### config.mk
export PLATFORM = sky130hd
export DESIGN_NAME = abr_masked_add_sub_mod_ctrl
export DESIGN_NICKNAME = d
export VERILOG_FILES = /design/src/rtl/abr_params_pkg.sv /design/src/rtl/abr_valid_pipe.sv /design/src/rtl/abr_masked_add_sub_mod_ctrl.sv
export SDC_FILE = /design/constraint.sdc
export NUM_CORES = 1
export LEC_CHECK = 0
export BUFFER_PORTS_ARGS = -buffer_cell sky130_fd_sc_hd__buf_2
export CORE_UTILIZATION = 55
export DETAILED_ROUTE_END_ITERATION = 6
export PLACE_DENSITY = 0.86
export SYNTH_ARGS = -nofsm -noshare
export SYNTH_HDL_FRONTEND = slang
export SYNTH_SLANG_ARGS = --single-unit
### constraint.sdc
create_clock -name clk -period 2.55 [get_ports clk]
set_input_delay 0.255 -clock clk [delete_from_list [all_inputs] [get_ports clk]]
set_output_delay 0.255 -clock clk [all_outputs]
set_load 0.03 [all_outputs]
### src/rtl/abr_params_pkg.sv
// Shared constants and types for the masked Boolean modular add/sub block.
package abr_params_pkg;

  localparam int unsigned MLDSA_WIDTH = 23;
  localparam logic [MLDSA_WIDTH-1:0] MLDSA_Q = 23'd8380417;

  // Datapath latency for the WIDTH=23 two-share add/sub configuration (53 cycles)
  localparam int unsigned MLDSA_DP_LATENCY = 2 * MLDSA_WIDTH + 7;

  typedef enum logic [1:0] {
    ST_IDLE  = 2'd0,
    ST_ISSUE = 2'd1,
    ST_DRAIN = 2'd2,
    ST_DONE  = 2'd3
  } abr_ctrl_state_e;

endpackage

### src/rtl/abr_valid_pipe.sv
// Fixed-depth 1-bit valid shift register with synchronous flush.
module abr_valid_pipe #(
  parameter int unsigned DEPTH = 54
) (
  input  logic clk,
  input  logic rst_n,
  input  logic flush_i,
  input  logic valid_i,
  output logic valid_o
);

  logic [DEPTH-1:0] pipe_q;
  logic [DEPTH-1:0] pipe_d;

  generate
    if (DEPTH == 1) begin : g_single
      always_comb pipe_d = flush_i ? '0 : valid_i;
    end else begin : g_multi
      always_comb pipe_d = flush_i ? '0 : {pipe_q[DEPTH-2:0], valid_i};
    end
  endgenerate

  always_ff @(posedge clk or negedge rst_n) begin
    if (!rst_n) pipe_q <= '0;
    else        pipe_q <= pipe_d;
  end

  assign valid_o = pipe_q[DEPTH-1];

endmodule

### src/rtl/abr_masked_add_sub_mod_ctrl.sv
// Sequencer for the masked modular add/sub datapath: issues reads gated on
// randomness, tracks in-flight items and generates result writes.
module abr_masked_add_sub_mod_ctrl
  import abr_params_pkg::*;
#(
  parameter int unsigned NUM_COEFF  = 256,
  parameter int unsigned ADDR_W     = 8,
  parameter int unsigned DP_LATENCY = MLDSA_DP_LATENCY,
  parameter int unsigned MEM_RD_LAT = 1
) (
  input  logic              clk,
  input  logic              rst_n,
  input  logic              zeroize,
  input  logic              start_i,
  input  logic              sub_mode_i,
  input  logic [ADDR_W-1:0] src_a_base_i,
  input  logic [ADDR_W-1:0] src_b_base_i,
  input  logic [ADDR_W-1:0] dst_base_i,
  input  logic              rnd_valid_i,
  output logic              rnd_req_o,
  output logic              mem_rd_en_o,
  output logic [ADDR_W-1:0] mem_rd_addr_a_o,
  output logic [ADDR_W-1:0] mem_rd_addr_b_o,
  output logic              dp_sub_o,
  output logic              mem_wr_en_o,
  output logic [ADDR_W-1:0] mem_wr_addr_o,
  output logic              busy_o,
  output logic              done_o
);

  localparam int unsigned CNT_W      = $clog2(NUM_COEFF + 1);
  localparam int unsigned PIPE_DEPTH = MEM_RD_LAT + DP_LATENCY;
  localparam logic [CNT_W-1:0] LAST_IDX = CNT_W'(NUM_COEFF - 1);

  abr_ctrl_state_e   state_q, state_d;
  logic [CNT_W-1:0]  issue_cnt_q, issue_cnt_d;
  logic [CNT_W-1:0]  wr_cnt_q, wr_cnt_d;
  logic [ADDR_W-1:0] src_a_base_q, src_a_base_d;
  logic [ADDR_W-1:0] src_b_base_q, src_b_base_d;
  logic [ADDR_W-1:0] dst_base_q, dst_base_d;
  logic              dp_sub_q, dp_sub_d;
  logic              issue;
  logic              wr_en;

  assign issue = (state_q == ST_ISSUE) && rnd_valid_i;

  abr_valid_pipe #(
    .DEPTH (PIPE_DEPTH)
  ) u_valid_pipe (
    .clk     (clk),
    .rst_n   (rst_n),
    .flush_i (zeroize),
    .valid_i (issue),
    .valid_o (wr_en)
  );

  always_comb begin
    state_d      = state_q;
    issue_cnt_d  = issue_cnt_q;
    wr_cnt_d     = wr_cnt_q;
    src_a_base_d = src_a_base_q;
    src_b_base_d = src_b_base_q;
    dst_base_d   = dst_base_q;
    dp_sub_d     = dp_sub_q;

    if (wr_en) wr_cnt_d = wr_cnt_q + CNT_W'(1);

    unique case (state_q)
      ST_IDLE: begin
        if (start_i) begin
          src_a_base_d = src_a_base_i;
          src_b_base_d = src_b_base_i;
          dst_base_d   = dst_base_i;
          dp_sub_d     = sub_mode_i;
          issue_cnt_d  = '0;
          wr_cnt_d     = '0;
          state_d      = ST_ISSUE;
        end
      end
      ST_ISSUE: begin
        if (issue) begin
          issue_cnt_d = issue_cnt_q + CNT_W'(1);
          if (issue_cnt_q == LAST_IDX) state_d = ST_DRAIN;
        end
      end
      // Leave DRAIN on the final write itself so done follows it by one cycle
      ST_DRAIN: begin
        if (wr_en && (wr_cnt_q == LAST_IDX)) state_d = ST_DONE;
      end
      ST_DONE:  state_d = ST_IDLE;
      default:  state_d = ST_IDLE;
    endcase

    if (zeroize) begin
      state_d      = ST_IDLE;
      issue_cnt_d  = '0;
      wr_cnt_d     = '0;
      src_a_base_d = '0;
      src_b_base_d = '0;
      dst_base_d   = '0;
      dp_sub_d     = 1'b0;
    end
  end

  always_ff @(posedge clk or negedge rst_n) begin
    if (!rst_n) begin
      state_q      <= ST_IDLE;
      issue_cnt_q  <= '0;
      wr_cnt_q     <= '0;
      src_a_base_q <= '0;
      src_b_base_q <= '0;
      dst_base_q   <= '0;
      dp_sub_q     <= 1'b0;
    end else begin
      state_q      <= state_d;
      issue_cnt_q  <= issue_cnt_d;
      wr_cnt_q     <= wr_cnt_d;
      src_a_base_q <= src_a_base_d;
      src_b_base_q <= src_b_base_d;
      dst_base_q   <= dst_base_d;
      dp_sub_q     <= dp_sub_d;
    end
  end

  assign rnd_req_o       = issue;
  assign mem_rd_en_o     = issue;
  assign mem_rd_addr_a_o = issue ? src_a_base_q + ADDR_W'(issue_cnt_q) : '0;
  assign mem_rd_addr_b_o = issue ? src_b_base_q + ADDR_W'(issue_cnt_q) : '0;
  assign mem_wr_en_o     = wr_en;
  assign mem_wr_addr_o   = wr_en ? dst_base_q + ADDR_W'(wr_cnt_q) : '0;
  assign dp_sub_o        = dp_sub_q;
  assign busy_o          = (state_q == ST_ISSUE) || (state_q == ST_DRAIN);
  assign done_o          = (state_q == ST_DONE);

endmodule

==> reports/results.ini <==
[synth]
synthesis.nets=556
synth_top_area_share_pct=50.3
synth_seq_cells=99
synth_warnings=0
post-synth-top-area-cell=dfrtp_1
async_flop_share_pct=100
netlist_area_mm2=0.00493
synth_cell_types=51
yosys-top-cells-area=dfrtp_1, ha_1, nor2b_1
avgSynthCellArea_um2=9.97
syn_inst=494
ys.flop_type=dfrtp_1
yosysSeqAreaShare_pct=50.3
synth_edf_count=0

[global_routing]
first_global_vias=3609
grt_pass1_wl_um=16900
grt_util_all_layers_pct=22.5
grt_max_degree=100
grt-ovfl-total=0
antenna_found_initial=0

[power]
clock_power_share_pct=25.6
p_sw_mw=1.26
internal-power_mw=2.41
p_leak_nw=2.78
pwr_density_cell_mw_per_mm2=648
vdd_drop_max_mv=0.382
p_comb_share_pct=26.9
p_seq_share_pct=47.5
total_power_mw=3.67
swShare_pct=34.4

[finish]
diodes=0
nets=622
final_area_mm2=0.00566
layout.cells.non_filler=673
area_growth_pct=14.9
drive_gt1_share_pct=20.5
utilization_pct=65.2

[worst_setup_path]
ff2ff_path_depth=10
r2r_start=issue_cnt_q[0]
cp-endpoint=mem_rd_addr_a_o[4]
critPathArrivalTime_ns=2.21
endpoint_kind=output port
cp-startpoint=issue_cnt_q[0]
crit_path_start_kind=register
crit_type=reg -> out
ff2ff_setup_slack_ns=0.14
crit_chain=ha_1 > fa_2 > a21oi_2 > o21ai_1 > nor3b_1 > buf_4
regToRegEndpoint=state_q[1]
critPathMaxFanout=4
cpMaxStageDelayCell=dfrtp_1
slowest_delay_ns=0.45
required_ns=2.30

[sta]
hold_viol_final=0
slew_viol_final=0
setup_viol=0
skew_ns=0.0145
min_period_over_period_pct=96.7
slew_headroom_pct=63.7
hold_ws_ns=0.111
layout_setup_ws_ns=0.0839
fin_setup_tns_ns=0
fin_crit_ns=2.47
fmax_mhz=406
worst_pin_slew_ns=0.544

[routing]
drt_wl_total_um=10300
routedWlPerCell_um=15.3
vias_per_cell=5.64
drc=0
antenna_left=0
first_pass_iters=5
drt_iter0_markers=238
vias=3796

[die]
start_util_pct=56.8
chipHeight_um=96.7
rows=34
die_w_um=96.7
die_area_mm2=0.00934
io_pins=60
core_mm2=0.00868

[clocking]
cts_made_buffers=9
h-tree-depth=3
clkTransAtPathRegs_ns=0.10
clk_latency_ns=0.37
cts_tree=yes
root_buffer=clkbuf_8
cts.path.max_buffers=2
cts_sinks=99

[placement]
port_buffers=59
dpl_worst_slack_ns=0.209
dpl.hpwl_um=6720
place_congestion=0.907
placedCellCount=647
dpl_cell_area_mm2=0.00533

[job]
max-cap-violations=0

[hold_path]
hold_class=in -> reg

[status]
status=completed

-- cell usage in the layout (no fill, tap or decap), types with 4 or more instances in the layout --
cell	count
xnor2_1	4
nand4_1	7
nor3_1	7
xor2_1	6
buf_4	21
nor2b_1	54
or3_1	7
nor2_1	22
buf_2	54
and2_1	5
mux2i_1	8
a211oi_1	5
o21ai_1	16
clkbuf_8	10
a21oi_1	33
nand2_1	77
and3_1	8
inv_1	14
ha_1	27
o21ai_0	9
nor3b_1	6
dfrtp_1	97
-- worst max-delay path: cells and delay by family (launching register included) --
family / cells / cell delay, ns
compound gates: 2 / 0.27
fa+ha+maj: 2 / 0.68
buf+inv: 1 / 0.21
flops: 1 / 0.45
simple gates: 1 / 0.26
-- power by group through the flow --
stage | combinational [mW] | clock [mW] | sequential [mW]
2_1_floorplan | 0.665 | 0 | 1.75
3_3_place_gp | 0.869 | 0 | 1.77
3_5_place_dp | 0.907 | 0 | 1.77
4_1_cts | 0.950 | 0.971 | 1.74
5_1_grt | 1.09 | 1.03 | 1.76
6_report | 0.987 | 0.939 | 1.75
-- flip-flops by register name (all words and copies together), names as in the netlist --
| name | cells |
|---|---|
| dst_base_q | 8 |
| src_b_base_q | 8 |
| wr_cnt_q | 9 |
| issue_cnt_q | 9 |
| u_valid_pipe.pipe_q | 54 |
| dp_sub_o | 1 |
| src_a_base_q | 8 |
| state_q | 2 |
-- final cells by class --
cell class | count | area [µm²]
fillers | 663 | 3020
inverters | 15 | 60.1
multi-input cells | 358 | 2340
repair buffers | 77 | 458
clock inverters | 5 | 43.8
clock buffers | 11 | 141
well taps | 108 | 135
flip-flops and latches | 99 | 2480
-- worst min path at each step --
stage / end / from / slack [ns] / cells past startpoint
floorplan: dp_sub_o / rst_n / -0.04 / 0
global placement: src_b_base_q[3] / rst_n / 0.35 / 2
detailed placement: src_b_base_q[5] / rst_n / 0.36 / 2
CTS: src_b_base_q[6] / src_b_base_i[6] / 0.08 / 3
global route: src_b_base_q[6] / src_b_base_i[6] / 0.10 / 3
finish: src_a_base_q[7] / src_a_base_i[7] / 0.11 / 3
-- cell usage after synthesis, drive strengths merged (4+ instances only) --
library cell	n
a211oi	7
a21oi	37
and2	5
and3	8
buf	13
clkbuf	9
dfrtp	99
ha	29
inv	15
mux2i	8
nand2	78
nand4	7
nor2	22
nor2b	55
nor3	7
nor3b	6
nor4	4
o21ai	25
or3	7
xnor2	4
xor2	6
-- per-layer routing --
| metal | track usage [%] | wire length [µm] | part of all wire [%] |
|---|---|---|---|
| met3 | 5.49 | 610 | 5.9 |
| met5 | 0 | 0 | 0 |
| met2 | 34.7 | 4780 | 46 |
| met1 | 31.7 | 4650 | 45 |
| met4 | 6.89 | 236 | 2.3 |
-- logic make-up after synthesis --
kind of cell | after synthesis | share of synthesized area (%)
AND/OR/NAND/NOR | 211 | 22.2
flip-flops | 99 | 50.3
AO/OA/AOI/OAI | 96 | 12.0
buffers and inverters | 37 | 3.30
adder cells (fa/ha/maj) | 32 | 8.58
XOR/XNOR | 10 | 1.78
multiplexers | 9 | 1.85
-- repair_timing --
action / 4_1_cts / 5_1_grt
pin swaps: 1 / 2
gates cloned: 0 / 0
gates resized for setup: 5 / 19
setup endpoints to repair: 3 / 11
hold buffers: 1 / 0
setup buffers: 5 / 4
hold endpoints to repair: 99 / 0
Power figures use the tool's default switching activity.
